### src/rtl/mdlu_pkg.sv
// Shared definitions for the HI/LO multiply/divide sequencer: function codes,
// FSM state type and the default datapath width.
package mdlu_pkg;

    localparam int DEFAULT_WIDTH = 32;

    localparam logic [5:0] FUNC_MFHI  = 6'h10;
    localparam logic [5:0] FUNC_MTHI  = 6'h11;
    localparam logic [5:0] FUNC_MFLO  = 6'h12;
    localparam logic [5:0] FUNC_MTLO  = 6'h13;
    localparam logic [5:0] FUNC_MULT  = 6'h18;
    localparam logic [5:0] FUNC_MULTU = 6'h19;
    localparam logic [5:0] FUNC_DIV   = 6'h1A;
    localparam logic [5:0] FUNC_DIVU  = 6'h1B;

    typedef enum logic [2:0] {
        IDLE,
        MUL,
        DIV,
        FIX,
        DONE
    } state_t;

    function automatic logic is_mul_func(input logic [5:0] f);
        return (f == FUNC_MULT) || (f == FUNC_MULTU);
    endfunction

    function automatic logic is_div_func(input logic [5:0] f);
        return (f == FUNC_DIV) || (f == FUNC_DIVU);
    endfunction

endpackage

### src/rtl/mdlu_step.sv
// One combinational iteration: shift-add multiply step, or (with MDLU_DIV_EN)
// one restoring-division step, over unsigned operand magnitudes.
module mdlu_step
    import mdlu_pkg::*;
#(
    parameter int WIDTH = DEFAULT_WIDTH
) (
`ifdef MDLU_DIV_EN
    input  logic             is_div,
`endif
    input  logic [WIDTH-1:0] acc,
    input  logic [WIDTH-1:0] quo,
    input  logic [WIDTH-1:0] opnd,
    output logic [WIDTH-1:0] acc_next,
    output logic [WIDTH-1:0] quo_next
);

    // Multiply: {acc,quo} shifts right; the multiplier drains out of quo while
    // product bits fill it from the top.
    logic [WIDTH:0] sum;
    assign sum = {1'b0, acc} + (quo[0] ? {1'b0, opnd} : '0);

`ifdef MDLU_DIV_EN
    logic [WIDTH:0]   shifted;
    logic [WIDTH-1:0] diff;
    logic             ge;

    // A successful subtract always leaves a remainder below the divisor, so the
    // low WIDTH bits of the difference are exact.
    assign shifted = {acc, quo[WIDTH-1]};
    assign ge      = shifted >= {1'b0, opnd};
    assign diff    = shifted[WIDTH-1:0] - opnd;

    always_comb begin
        if (is_div) begin
            acc_next = ge ? diff : shifted[WIDTH-1:0];
            quo_next = {quo[WIDTH-2:0], ge};
        end else begin
            acc_next = sum[WIDTH:1];
            quo_next = {sum[0], quo[WIDTH-1:1]};
        end
    end
`else
    assign acc_next = sum[WIDTH:1];
    assign quo_next = {sum[0], quo[WIDTH-1:1]};
`endif

endmodule

### src/rtl/mdlu_sequencer.sv
// Iterative HI/LO multiply/divide unit with MTHI/MTLO/MFHI/MFLO access.
// Divide support is compiled in only when MDLU_DIV_EN is defined.
module mdlu_sequencer
    import mdlu_pkg::*;
#(
    parameter int WIDTH = DEFAULT_WIDTH
) (
    input  logic             clk,
    input  logic             reset,
    input  logic             start,
    input  logic [5:0]       func,
    input  logic [WIDTH-1:0] operandA,
    input  logic [WIDTH-1:0] operandB,
    output logic             busy,
    output logic             stall,
    output logic             done,
    output logic [WIDTH-1:0] resultOutput,
    output logic [WIDTH-1:0] hi,
    output logic [WIDTH-1:0] lo
);

    localparam int CW = (WIDTH > 1) ? $clog2(WIDTH) : 1;

    state_t             state, state_next;
    logic [CW-1:0]      cnt;
    logic [WIDTH-1:0]   acc, quo, opnd;
    logic [WIDTH-1:0]   acc_step, quo_step;
    logic               neg_q;
    logic               idle, last_step;
    logic               accept_mul, accept_div;
    logic               a_neg, b_neg;
    logic [WIDTH-1:0]   a_mag, b_mag;
    logic [2*WIDTH-1:0] product;

    assign idle       = (state == IDLE);
    assign last_step  = (cnt == CW'(WIDTH - 1));
    assign accept_mul = idle && start && is_mul_func(func);
`ifdef MDLU_DIV_EN
    logic op_div, neg_r;
    assign accept_div = idle && start && is_div_func(func);
`else
    assign accept_div = 1'b0;
`endif

    // The iteration runs on magnitudes; signs are reapplied in FIX.
    assign a_neg = ((func == FUNC_MULT) || (func == FUNC_DIV)) && operandA[WIDTH-1];
    assign b_neg = ((func == FUNC_MULT) || (func == FUNC_DIV)) && operandB[WIDTH-1];
    assign a_mag = a_neg ? -operandA : operandA;
    assign b_mag = b_neg ? -operandB : operandB;
    assign product = {acc, quo};

    mdlu_step #(.WIDTH(WIDTH)) u_step (
`ifdef MDLU_DIV_EN
        .is_div   (op_div),
`endif
        .acc      (acc),
        .quo      (quo),
        .opnd     (opnd),
        .acc_next (acc_step),
        .quo_next (quo_step)
    );

    // NOTE: sequential state is updated with non-blocking assignments so every
    // register samples the pre-edge values regardless of statement order.
    always_ff @(posedge clk or negedge reset) begin
        if (!reset) state <= IDLE;
        else        state <= state_next;
    end

    // NOTE: every output of this block gets a default first, otherwise a path
    // that skips an assignment would infer a latch.
    always_comb begin
        state_next = state;
        busy       = 1'b0;
        done       = 1'b0;
        case (state)
            IDLE: begin
                if (accept_mul)      state_next = MUL;
                else if (accept_div) state_next = DIV;
            end
            MUL, DIV: begin
                busy = 1'b1;
                if (last_step) state_next = FIX;
            end
            FIX: begin
                busy       = 1'b1;
                state_next = DONE;
            end
            DONE: begin
                done       = 1'b1;
                state_next = IDLE;
            end
            default: state_next = IDLE;
        endcase
    end

    assign stall = busy || accept_mul || accept_div;

    assign resultOutput = (func == FUNC_MFHI) ? hi :
                          (func == FUNC_MFLO) ? lo : '0;

    always_ff @(posedge clk or negedge reset) begin
        if (!reset) begin
            cnt    <= '0;
            acc    <= '0;
            quo    <= '0;
            opnd   <= '0;
            neg_q  <= 1'b0;
            hi     <= '0;
            lo     <= '0;
`ifdef MDLU_DIV_EN
            op_div <= 1'b0;
            neg_r  <= 1'b0;
`endif
        end else begin
            case (state)
                IDLE: begin
                    if (accept_mul || accept_div) begin
                        cnt    <= '0;
                        acc    <= '0;
                        quo    <= accept_div ? a_mag : b_mag;
                        opnd   <= accept_div ? b_mag : a_mag;
                        neg_q  <= a_neg ^ b_neg;
`ifdef MDLU_DIV_EN
                        op_div <= accept_div;
                        neg_r  <= a_neg;
`endif
                    end else if (start && (func == FUNC_MTHI)) begin
                        hi <= operandA;
                    end else if (start && (func == FUNC_MTLO)) begin
                        lo <= operandA;
                    end
                end
                MUL, DIV: begin
                    acc <= acc_step;
                    quo <= quo_step;
                    cnt <= last_step ? '0 : cnt + CW'(1);
                end
                FIX: begin
`ifdef MDLU_DIV_EN
                    if (op_div) begin
                        lo <= neg_q ? -quo : quo;
                        hi <= neg_r ? -acc : acc;
                    end else begin
                        {hi, lo} <= neg_q ? -product : product;
                    end
`else
                    {hi, lo} <= neg_q ? -product : product;
`endif
                end
                default: ;
            endcase
        end
    end

endmodule

### config.mk
export PLATFORM = sky130hd
export DESIGN_NAME = mdlu_sequencer
export DESIGN_NICKNAME = d
export VERILOG_FILES = /design/src/rtl/mdlu_pkg.sv /design/src/rtl/mdlu_step.sv /design/src/rtl/mdlu_sequencer.sv
export SDC_FILE = /design/constraint.sdc
export NUM_CORES = 1
export LEC_CHECK = 0
export CORE_ASPECT_RATIO = 1.25
export CORE_MARGIN = 4
export CORE_UTILIZATION = 57
export CTS_BUF_LIST = sky130_fd_sc_hd__clkbuf_4 sky130_fd_sc_hd__clkbuf_8
export CTS_CLUSTER_DIAMETER = 30
export CTS_CLUSTER_SIZE = 16
export DETAILED_ROUTE_END_ITERATION = 12
export HOLD_SLACK_MARGIN = 0.12
export PLACE_DENSITY_LB_ADDON = 0.08
export SLEW_MARGIN = 20
export SYNTH_ARGS = -nofsm -noshare
export SYNTH_HDL_FRONTEND = slang
export SYNTH_SLANG_ARGS = --single-unit
export TNS_END_PERCENT = 5
### constraint.sdc
create_clock -name clk -period 3.4 [get_ports clk]
set_input_delay 0.68 -clock clk [delete_from_list [all_inputs] [get_ports clk]]
set_output_delay 0.68 -clock clk [all_outputs]
set_load 0.005 [all_outputs]
## Yosys cells after proc, flatten, opt, wreduce, memory -nomap -nowiden

Cells that the tools add are included.

- Register bits after elaboration: 169
- Bits in latches: 0
- Memory bits (writable): 0
- Memory bits (read-only): 0
- Input port bits: 73
- Output and inout bits: 99
- Logic and storage cells: 76
- Memories kept: 0

- $add $sub $neg: 5
- Multipliers: 0
- Divide/modulo/power cells: 0
- Magnitude comparators: 0
- Eq/ne operators: 18
- Shifts and indexed selects: 0
- Mux-type cells: 25
- Bitwise logic cells: 1
- Reduce and logical (&&, ||, !) cells: 19

Operators by type and width:

| kind | count |
|---|---|
| $mux 32 | 12 |
| $pmux 32 s2 | 4 |
| $mux 64 | 1 |
| $neg 32->32 | 2 |
| $neg 64->64 | 1 |
| $eq 6x5->1 const B | 7 |
| $add 32x33->33 | 1 |
| $mux 5 | 2 |
| $pmux 5 s2 | 1 |
| $pmux 3 s3 | 1 |
| $eq 3x2->1 const B | 2 |
| $logic_and 1x1->1 | 6 |
| $mux 3 | 2 |
| $ne 2x1->1 const B | 3 |
| $ne 2x2->1 const B | 3 |
| $reduce_and 2->1 | 3 |
| $add 5x1->5 const B | 1 |
| $eq 5x5->1 const B | 1 |
| $reduce_and 4->1 | 1 |
| $reduce_bool 2->1 | 2 |
| $eq 3x1->1 const B | 1 |
| $eq 3x3->1 const B | 1 |
| $logic_not 3->1 | 1 |
| $logic_or 1x1->1 | 3 |
| 5 further kinds | 6 |

## Logic depth before layout (Yosys ltp)

Gate-level depths: netlist of run 1.

- Depth after elaboration: 6
- Mapped depth: 11
- Gate-level depth less buffers: 10

## Hierarchy

A second synthesis of run 1 with hierarchy kept.

- Cell total of the unflattened synthesis: 1,480
- Area, all modules: 12,553.3 sq um

By module, submodules not included:

| module | instances | cells an instance | area each (sq um) | sequential area each (sq um) |
|---|---|---|---|---|
| mdlu_sequencer | 1 | 1,185 | 10,366.2 | 4,229.1 |
| mdlu_step | 1 | 295 | 2,187.1 | 0.0 |

## Worst setup path after synthesis of run 1

No wires, ideal clock.

- Path kind: input-to-reg
- Start: input port operandA[6]
- End: register opnd[28]
- Setup time: 133 ps
- Arrival: 2,680 ps
- Required time: 3,267 ps
- Setup slack: 587 ps
- Stages: 8
- Buffers on the path: 1
- Path through: or4_1 nor3_1 and3_1 clkbuf_1 nand3_1 o41ai_1 xor2_1 o21ai_0

- Cells in the longest elaborated chain, start to end: 2

RTL lines:

| element | RTL line | RTL |
|---|---|---|
| from (decl) | mdlu_sequencer.sv:12 | `input logic [WIDTH-1:0] operandA,` |
| $neg 32->32 | mdlu_sequencer.sv:48 | `assign a_mag = a_neg ? -operandA : operandA;` |
| $mux 32 | mdlu_sequencer.sv:48 |  |
| to (signal assigned) | mdlu_sequencer.sv:122 | `opnd <= accept_div ? b_mag : a_mag;` |
| to (decl) | mdlu_sequencer.sv:26 | `logic [WIDTH-1:0] acc, quo, opnd;` |

No other way between the ends.
A chain may end at the register's enable or synchronous reset.

## Worst setup path in the final report of run 1

- Start: input port func[4]
- End: output port stall

- Cells in the longest elaborated chain, start to end: 4
- Elaborated cells between the ends (all ways): 5
- Classes of those cells: eq/ne: 2; reduce/logical: 3

RTL lines:

| element | RTL line | RTL |
|---|---|---|
| from (decl) | mdlu_sequencer.sv:11 | `input logic [5:0] func,` |
| $eq 6x5->1 | mdlu_pkg.sv:25 | `return (f == FUNC_MULT) \|\| (f == FUNC_MULTU);` |
| $logic_or 1x1->1 * | mdlu_pkg.sv:25 |  |
| $logic_and 1x1->1 * | mdlu_sequencer.sv:37 | `assign accept_mul = idle && start && is_mul_func(func);` |
| $logic_or 1x1->1 * | mdlu_sequencer.sv:97 | `assign stall = busy \|\| accept_mul \|\| accept_div;` |
| to (decl) | mdlu_sequencer.sv:15 | `output logic stall,` |

Every way passes the cells marked *; elsewhere a longest branch is shown, timed or not.

==> results of run 1 <==
==> worst paths after layout <==
kind	to	slack, ns	cells past startpoint
max in group asynchronous	acc[30]	2.37	2
min	acc[26]	0.22	1
max	stall	0.19	6
min in group clk	opnd[2]	0.48	2
min reg2reg	opnd[2]	0.48	2
max reg2reg	acc[25]	0.33	11
==> per-layer routing <==
metal | share of wire | routed length (um) | vias to the layer above
met5 | 0 | 0 | -
met3 | 0.057 | 2120 | 98
met2 | 0.49 | 18400 | 422
met1 | 0.41 | 15300 | 5501
met4 | 0.045 | 1690 | 0
li1 | - | - | 5476
==> synthesized netlist by cell type (all sizes together), types with 3 or more instances <==
library cell    n
a2111oi         3
a211o           3
a211oi         23
a21boi          3
a21o           17
a21oi          83
a22o            6
a22oi          51
a31oi          13
and2           53
and3            7
buf             8
clkbuf         73
dfrtp         169
ha             37
inv            18
mux2            6
mux2i          51
nand2         136
nand2b         17
nand3          30
nand4           8
nor2          102
nor2b           6
nor3           33
nor4           12
o2111ai         4
o211ai          7
o21a            7
o21ai         177
o31ai          31
o41ai          14
or2             7
or3            21
or4             8
xnor2          56
xor2           85
==> worst register-to-register path, stage by stage (launching register included) <==
cell,delay (ns)
dfrtp_1,0.47
and2_1,0.18
ha_1,0.20
fa_1,0.41
a21o_1,0.22
a221o_1,0.37
nand3_1,0.11
nand2_1,0.12
o311ai_0,0.45
buf_4,0.20
mux2i_1,0.17
nand2_1,0.06
==> where the power goes <==
group / leakage [uW] / switching, uW / total (uW) / internal [uW]
logic: 0.00390 / 1160 / 2140 / 979
registers: 0.00214 / 471 / 2810 / 2330
clock network: 0.000197 / 832 / 1460 / 628
total: 0.00624 / 2460 / 6400 / 3940
==> per-stage QoR <==
stage	instance area [sq um]	hold slack (ns)
2_1_floorplan	12000	0.384
3_5_place_dp	14200	0.463
5_1_grt	14600	0.279
3_3_place_gp	14200	0.455
4_1_cts	14600	0.255
6_report	14600	0.218
==> logic make-up (layout without fill, tap and decap cells) <==
family / count (synthesis) / in the layout
and+or+nand+nor: 447 / 447
DFF: 169 / 169
buffers and inverters: 99 / 281
xor gates and xnor gates: 141 / 141
muxes: 57 / 57
AOI/OAI and AO/OA: 459 / 459
adders and majority gates: 38 / 38
other: 0 / 1
==> flip-flops by register name, indices dropped and copies added, names as in the netlist <==
register  count
opnd         32
neg_q         1
hi           32
acc          32
cnt           5
quo          32
lo           32
state         3
==> cell type report <==
| class | count | area [sq um] | share of cell area |
|---|---|---|---|
| antenna | 1 | 2.50 | 0.000171 |
| clock buffer | 19 | 255 | 0.0174 |
| clock inverter | 13 | 136 | 0.00931 |
| inverter | 18 | 67.6 | 0.00461 |
| multi-input combinational | 1142 | 7410 | 0.506 |
| sequential | 169 | 4230 | 0.289 |
| tap | 274 | 343 | 0.0234 |
| timing repair buffer | 231 | 2200 | 0.150 |
==> run summary, run 1 <==
Number of H-tree levels: 4. By area the synthesized netlist is led by dfrtp_1, o21ai_0, xor2_1. Setup repair after global routing left no endpoint under its margin.

The floorplan has 59 rows. The area fraction in and, or, nand and nor cells after synthesis was 0.185; the overall routing resource usage was 0.330. Together, buffers and inverters on the worst path number 2. The tools report the count of non-filler cells in the finished layout as 1867. The slew at the pin with the worst max-slew slack is 0.927 ns, and the number of pins exceeding their max-slew limit in the final report is 0.

The layout-stage area growth over the synthesis result is 22.2%. For this design, the sink count on the clock tree is 169. The run gives 2 as the worst-case clock buffer depth. The final count of negative-setup-slack endpoints was 0. The tools report the pre-CTS setup slack as 0.0782 ns. Synthesis inferred 169 register bits. STA classifies the critical path startpoint as an input port. Summed over all failing endpoints, the final setup total negative slack is 0 ns.

The core region is 20700 sq um. In this run the remaining antenna-violating nets after routing total 0. Netlist area before placement: 12000 sq um. The logs give 0 for the number of endpoints with negative hold slack in the final report and 1410 for the post-synthesis cell count. The average routed wire per standard cell is 20.1 um. The tools report the final global-route overflow total as 0. The setup path with the least slack is of type input port to primary output.

The beginning of the critical path is func[4]. For the sequential-to-total area share from yosys stat, the log shows 0.353. The largest single stage delay on the critical path is 0.52 ns.

After synthesis, the largest family of logic cells by area is compound AO/OA/AOI/OAI gates. Routability-driven placement finished with a final weighted congestion of 0.939. IR analysis of the VDD net gives a maximum drop of 0.270 mV. The maximum number of pins on one net before global-route repair came out at 101.

Summed over all nets, the half-perimeter wirelength after detailed placement is 28.8 mm. The total power came out at 6400 uW. Timing would allow up to 311 MHz.

After detailed placement, the design holds a cell count of 1834. On the critical path the largest part of the delay comes from buffers and inverters. The die height was 170 um; the worst path setup slack after routing was 0.189 ns. Traced cell by cell, the critical path runs through clkdlybuf4s50_1 -> nor4bb_1 -> nand2_1 -> or3_2 -> o21ai_0 -> clkdlybuf4s50_1.

For the worst setup path, the data required time is 2.72 ns. The number of setup buffers added after CTS is 0. The share of Yosys cell area claimed by the top area cell type was 0.353; the CTS buffer count was 17.

In this run the power density over the cells is 437 nW/um^2. Along the worst path, the maximum fanout reaches 2. The routed layout has 11497 vias.

Measured along the x axis, the die boundary spans 138 um. The arithmetic-cell share of the synthesized area counting full adders, half adders and majority gates works out to 0.0403. The number of antenna violations at the first check in global routing is 1, and the initial cell density of the core is 0.577. The proportion of layout cells with a drive suffix above 1 was 0.0810. The prevailing post-synth register cell is dfrtp_1.

In this run the critical register-to-register path is launched from quo[0]. The tools report the kind of end point of the critical path as a primary output. The global-route track usage on met2 came out at 0.549.

The count of warnings emitted by yosys was 0. The run finished with clean final reports. Clock-pin slew reported for the worst setup and hold paths after clock tree synthesis: 0.10 ns.

The tools report the total wire length as 37.5 mm. The run gives 65 as the number of distinct standard cells referenced by the synthesized netlist. The run gives 1521 as the synthesized netlist net count. The logs give 0.706 for the utilization of the core after routing and 0.382 for the tightest slew margin relative to the limit.

The met1 global-route usage is 0.422. The first global-routing pass estimated 60.2 mm of wire. Met3 usage in global routing: 0.0485. The slowest stage of the critical path is the clkdlybuf4s50_1 cell.

Counting flops with a built-in enable in the synthesized netlist gives 0. The number of hold buffers added after CTS was 0. For this design the static power due to leakage is 0.00624 uW. For this run, design rule violations remaining after detail routing come to 0.

For the post-cts repair resize count, the log shows 0. The tools report the clock tree root buffer cell as clkbuf_8. In this design, the critical path's most frequently occurring cell is clkdlybuf4s50_1. The post-route fraction of the period consumed by the critical path is 0.944, and the async set-or-reset flop fraction in the synthesized netlist is 1.00. The most area-hungry cell type in the Yosys netlist was dfrtp_1. The number of buffer cells added on primary ports was 171; the die footprint was 23400 sq um. The via count normalized by instance count is 6.16.

The number of global-route vias before repair is 11402, and the total number of nets in the final design is 1690. The tightest min-delay check is of the input port to asynchronous set/reset pin type. The top cell types in the final layout, fill and taps aside, are o21ai_0, clkdlybuf4s50_1, dfrtp_1. 172 I/O pins were placed. Clock latency reported for the late side of the worst-skew pair: 0.48 ns. Post-synthesis compound-gate area fraction: 0.239. For the final database, setup skew stands at 0.0183 ns.

The commonest non-fill, non-tap cell in the layout was o21ai_0. The tool flagged a number of max-cap violations equal to 0. At the worst endpoint, the arrival time is 2.53 ns. The routed design could run at a clock period as short as 3.21 ns.

The xor-xnor portion of the synthesized cell area is 0.103. TritonCTS built the clock tree. The pre-antenna-repair detailed-routing pass consisted of 7 iterations. After filler insertion, the fill cell instance count of the layout stands at 1730.

Each instance of the synthesized netlist takes up on average 8.50 sq um. After global routing, the most crowded layer is met2. The mux cell area share after synthesis is 0.0483, and the count of routing violations after the opening detailed-route iteration is 776.
No activity file was read; power rests on OpenSTA's default activity.
==> run 2: changes to the inputs <==
Settings changed: HOLD_SLACK_MARGIN 0.12 to default, PLACE_DENSITY_LB_ADDON 0.08 to 0.15.
==> run 2 against run 1 <==
  * Critical path depth stayed put
  * Critical path type unchanged
  * Clock skew grew 0.0020 ns
  * Highest routed layer is now met5
  * Count of clock-buffer cells in the layout decreased by 1
  * Global-route usage decreased by 0.21 points
  * Cell count shrank 0.48%
  * Combinational power about the same
  * Worst setup slack got worse by 0.055 ns
  * Via count rose by 1.0%
  * Power increased by 0.28%
==> run summary, run 2 (synthesis gave the netlist of run 1 again) <==
The run finished with clean final reports. The library cell used most frequently in the layout, excluding fill and tap cells, is o21ai_0. The final count of negative-setup-slack endpoints is 0 (unchanged), and the die height is 170 um (unchanged). The number of H-tree levels was 4 (unchanged); the layout-stage area growth over the synthesis result was 21.7%. For the total of max-cap violations, the log shows 0 (unchanged).

The run gives 2.59 ns (+0.06 ns) as the arrival time at the worst endpoint. The tools report the critical register-to-register path endpoint as acc[28]. The slew at the pin with the worst max-slew slack is 0.969 ns (+0.0417 ns), and the number of iterations in the first detailed-routing pass is 5 (-2). The number of global-route vias before repair came out at 11280 (-1.1%). The number of endpoints with negative hold slack in the final report was 0 (unchanged). The peak clock frequency supported by timing came out at 306 MHz (-1.7%). The run gives 0.941 (+0.26%) as the final RePlAce weighted congestion. The worst reg2reg path depth was 10 (-1); the half-perimeter wire length after placement was 28.5 mm (-1.0%).

The clock share of power is 0.228 (about the same). Clock latency reported for the late side of the worst-skew pair: 0.49 ns (about the same). The logs give 0 (-1) for the count of inserted antenna diode cells and 172 (unchanged) for the I/O pin count.

The net load switching power came out at 2530 uW (+2.7%). The total number of nets in the final design was 1682 (-0.47%); the cell-internal power was 3890 uW (-1.2%). The clock-pin slew reported for the worst setup and hold paths after clock tree synthesis came out at 0.11 ns (about the same). The post-route fraction of the period consumed by the critical path was 0.961 (+0.0162). The tools report the leakage power summed over all cells as 0.00620 uW (-0.66%). The worst slack on hold paths is 0.201 ns (-0.0166 ns). The share of total power consumed by net switching was 0.394 (+0.00934); the count of hold-fix buffers inserted at cts was 0 (unchanged). Setup repair after global routing left no endpoint under its margin. The run gives 0 (unchanged) as the post-route DRC violation count. The final global-route overflow total is 0 (unchanged). For the worst setup slack for register-to-register paths, the log shows 0.25 ns (-0.08 ns).

Worst-case clock buffer depth: 2 (unchanged). For the setup total negative slack, the log shows 0 ns (unchanged). Number of rows created at floorplan: 59 (unchanged). The largest fanout on the critical path came out at 2 (unchanged). Worst supply voltage drop on vdd: 0.320 mV (+19%). The top cell types in the final layout, fill and taps aside, are o21ai_0, clkdlybuf4s50_1, dfrtp_1. The count of routing violations after the opening detailed-route iteration is 734 (-5.4%), and the total wire length is 37.8 mm (+1.0%). For the via total after detailed routing, the log shows 11612 (+1.0%). The maximum number of pins on one net before global-route repair was 101 (unchanged). The kind of end point of the critical path was a primary output. The tools report the post-cts repair resize count as 0 (unchanged). The average routed wire per standard cell was 20.4 um (+1.5%); the power density normalized to cell area was 440 nW/um^2 (+0.75%). The post-route clock skew came out at 0.0203 ns (+0.00199 ns). The total setup buffers inserted after CTS was 0 (unchanged). Clock tree synthesis selected as its root buffer the cell clkbuf_8. The number of buffer cells added on primary ports was 171 (unchanged); the number of nets still failing antenna checks after routing was 0 (unchanged).

The startpoint of the worst-slack reg-to-reg timing path is quo[0]. The overall routing resource usage is 0.328 (-0.00212). X dimension of the die: 138 um (unchanged).

The class of the worst hold path was input port to asynchronous set/reset pin. Minimum clock period: 3.27 ns (+0.0551 ns). The sink count of the clock tree came out at 169 (unchanged). The tools report the number of antenna violations at the first check in global routing as 1 (unchanged). The sequential cell fraction of total power was 0.441 (+0.003).

TritonCTS built the clock tree. The run gives 17 (unchanged) as the CTS buffer count. The part of the total power dissipated in combinational logic is 0.331 (-0.003).

The tools report the utilization of the core after routing as 0.703 (-0.00326). The critical path required time was 2.72 ns (about the same). For the initial cell density of the core, the log shows 0.577 (unchanged). The die footprint was 23400 sq um (unchanged); the via count normalized by instance count was 6.25 (+1.5%).

The tools report the core area as 20700 sq um (unchanged). The tightest slew margin relative to the limit was 0.354 (-0.0278). STA classifies the critical path startpoint as an input port. The tools report the global-route wire length before repair as 60.1 mm (-0.14%). The critical path in this run is classified as input port to primary output. The number of pins exceeding their max-slew limit in the final report is 0 (unchanged), and the proportion of layout cells with a drive suffix above 1 is 0.0758 (-0.00527).
[run 2: layout make-up]
type | instances | area [sq um]
multi-input combinational | 1142 | 7410
fill | 1718 | 6170
sequential | 169 | 4230
timing repair buffer | 223 | 2140
tap | 274 | 343
clock buffer | 18 | 248
clock inverter | 14 | 141
inverter | 18 | 67.6
[run 2: power by group through the flow]
stage	sequential [uW]	clock [uW]	combinational (uW)
floorplan	2680	0	1410
global route	2880	1560	2340
CTS	2810	1470	2130
global placement	2840	0	2060
finish	2830	1470	2130
detailed placement	2850	0	2110
[run 2: how the worst max path moves through the flow]
stage,startpoint,to,cells past startpoint
floorplan,operandA[6],opnd[28],8
global route,start,stall,6
finish,start,stall,6
CTS,start,stall,6
global placement,operandB[8],quo[29],8
detailed placement,operandB[8],quo[25],8
[run 2: stage by stage]
step / cell area [sq um] / worst slack, ns / std cells / power (uW)
6_report: 14600 / 0.134 / 1858 / 6420
5_1_grt: 14600 / 0.0250 / 1858 / 6780
4_1_cts: 14600 / 0.145 / 1858 / 6410
3_5_place_dp: 14200 / 0.102 / 1826 / 4960
3_3_place_gp: 14200 / 0.175 / 1826 / 4900
2_1_floorplan: 12000 / 0.587 / 1410 / 4090
[run 2: layer usage]
layer	global-route usage	vias to the layer above	share of wire
met5	0	-	0.00034
met1	0.424	5623	0.40
met4	0.125	2	0.035
met3	0.0529	90	0.065
li1	-	5441	-
met2	0.549	456	0.50
[run 2: worst max-delay path, stage by stage]
cell and delay, ns:
clkdlybuf4s50_1 0.45, nor4bb_1 0.31, nand2_1 0.11, or3_2 0.42, o21ai_0 0.09, clkdlybuf4s50_1 0.52
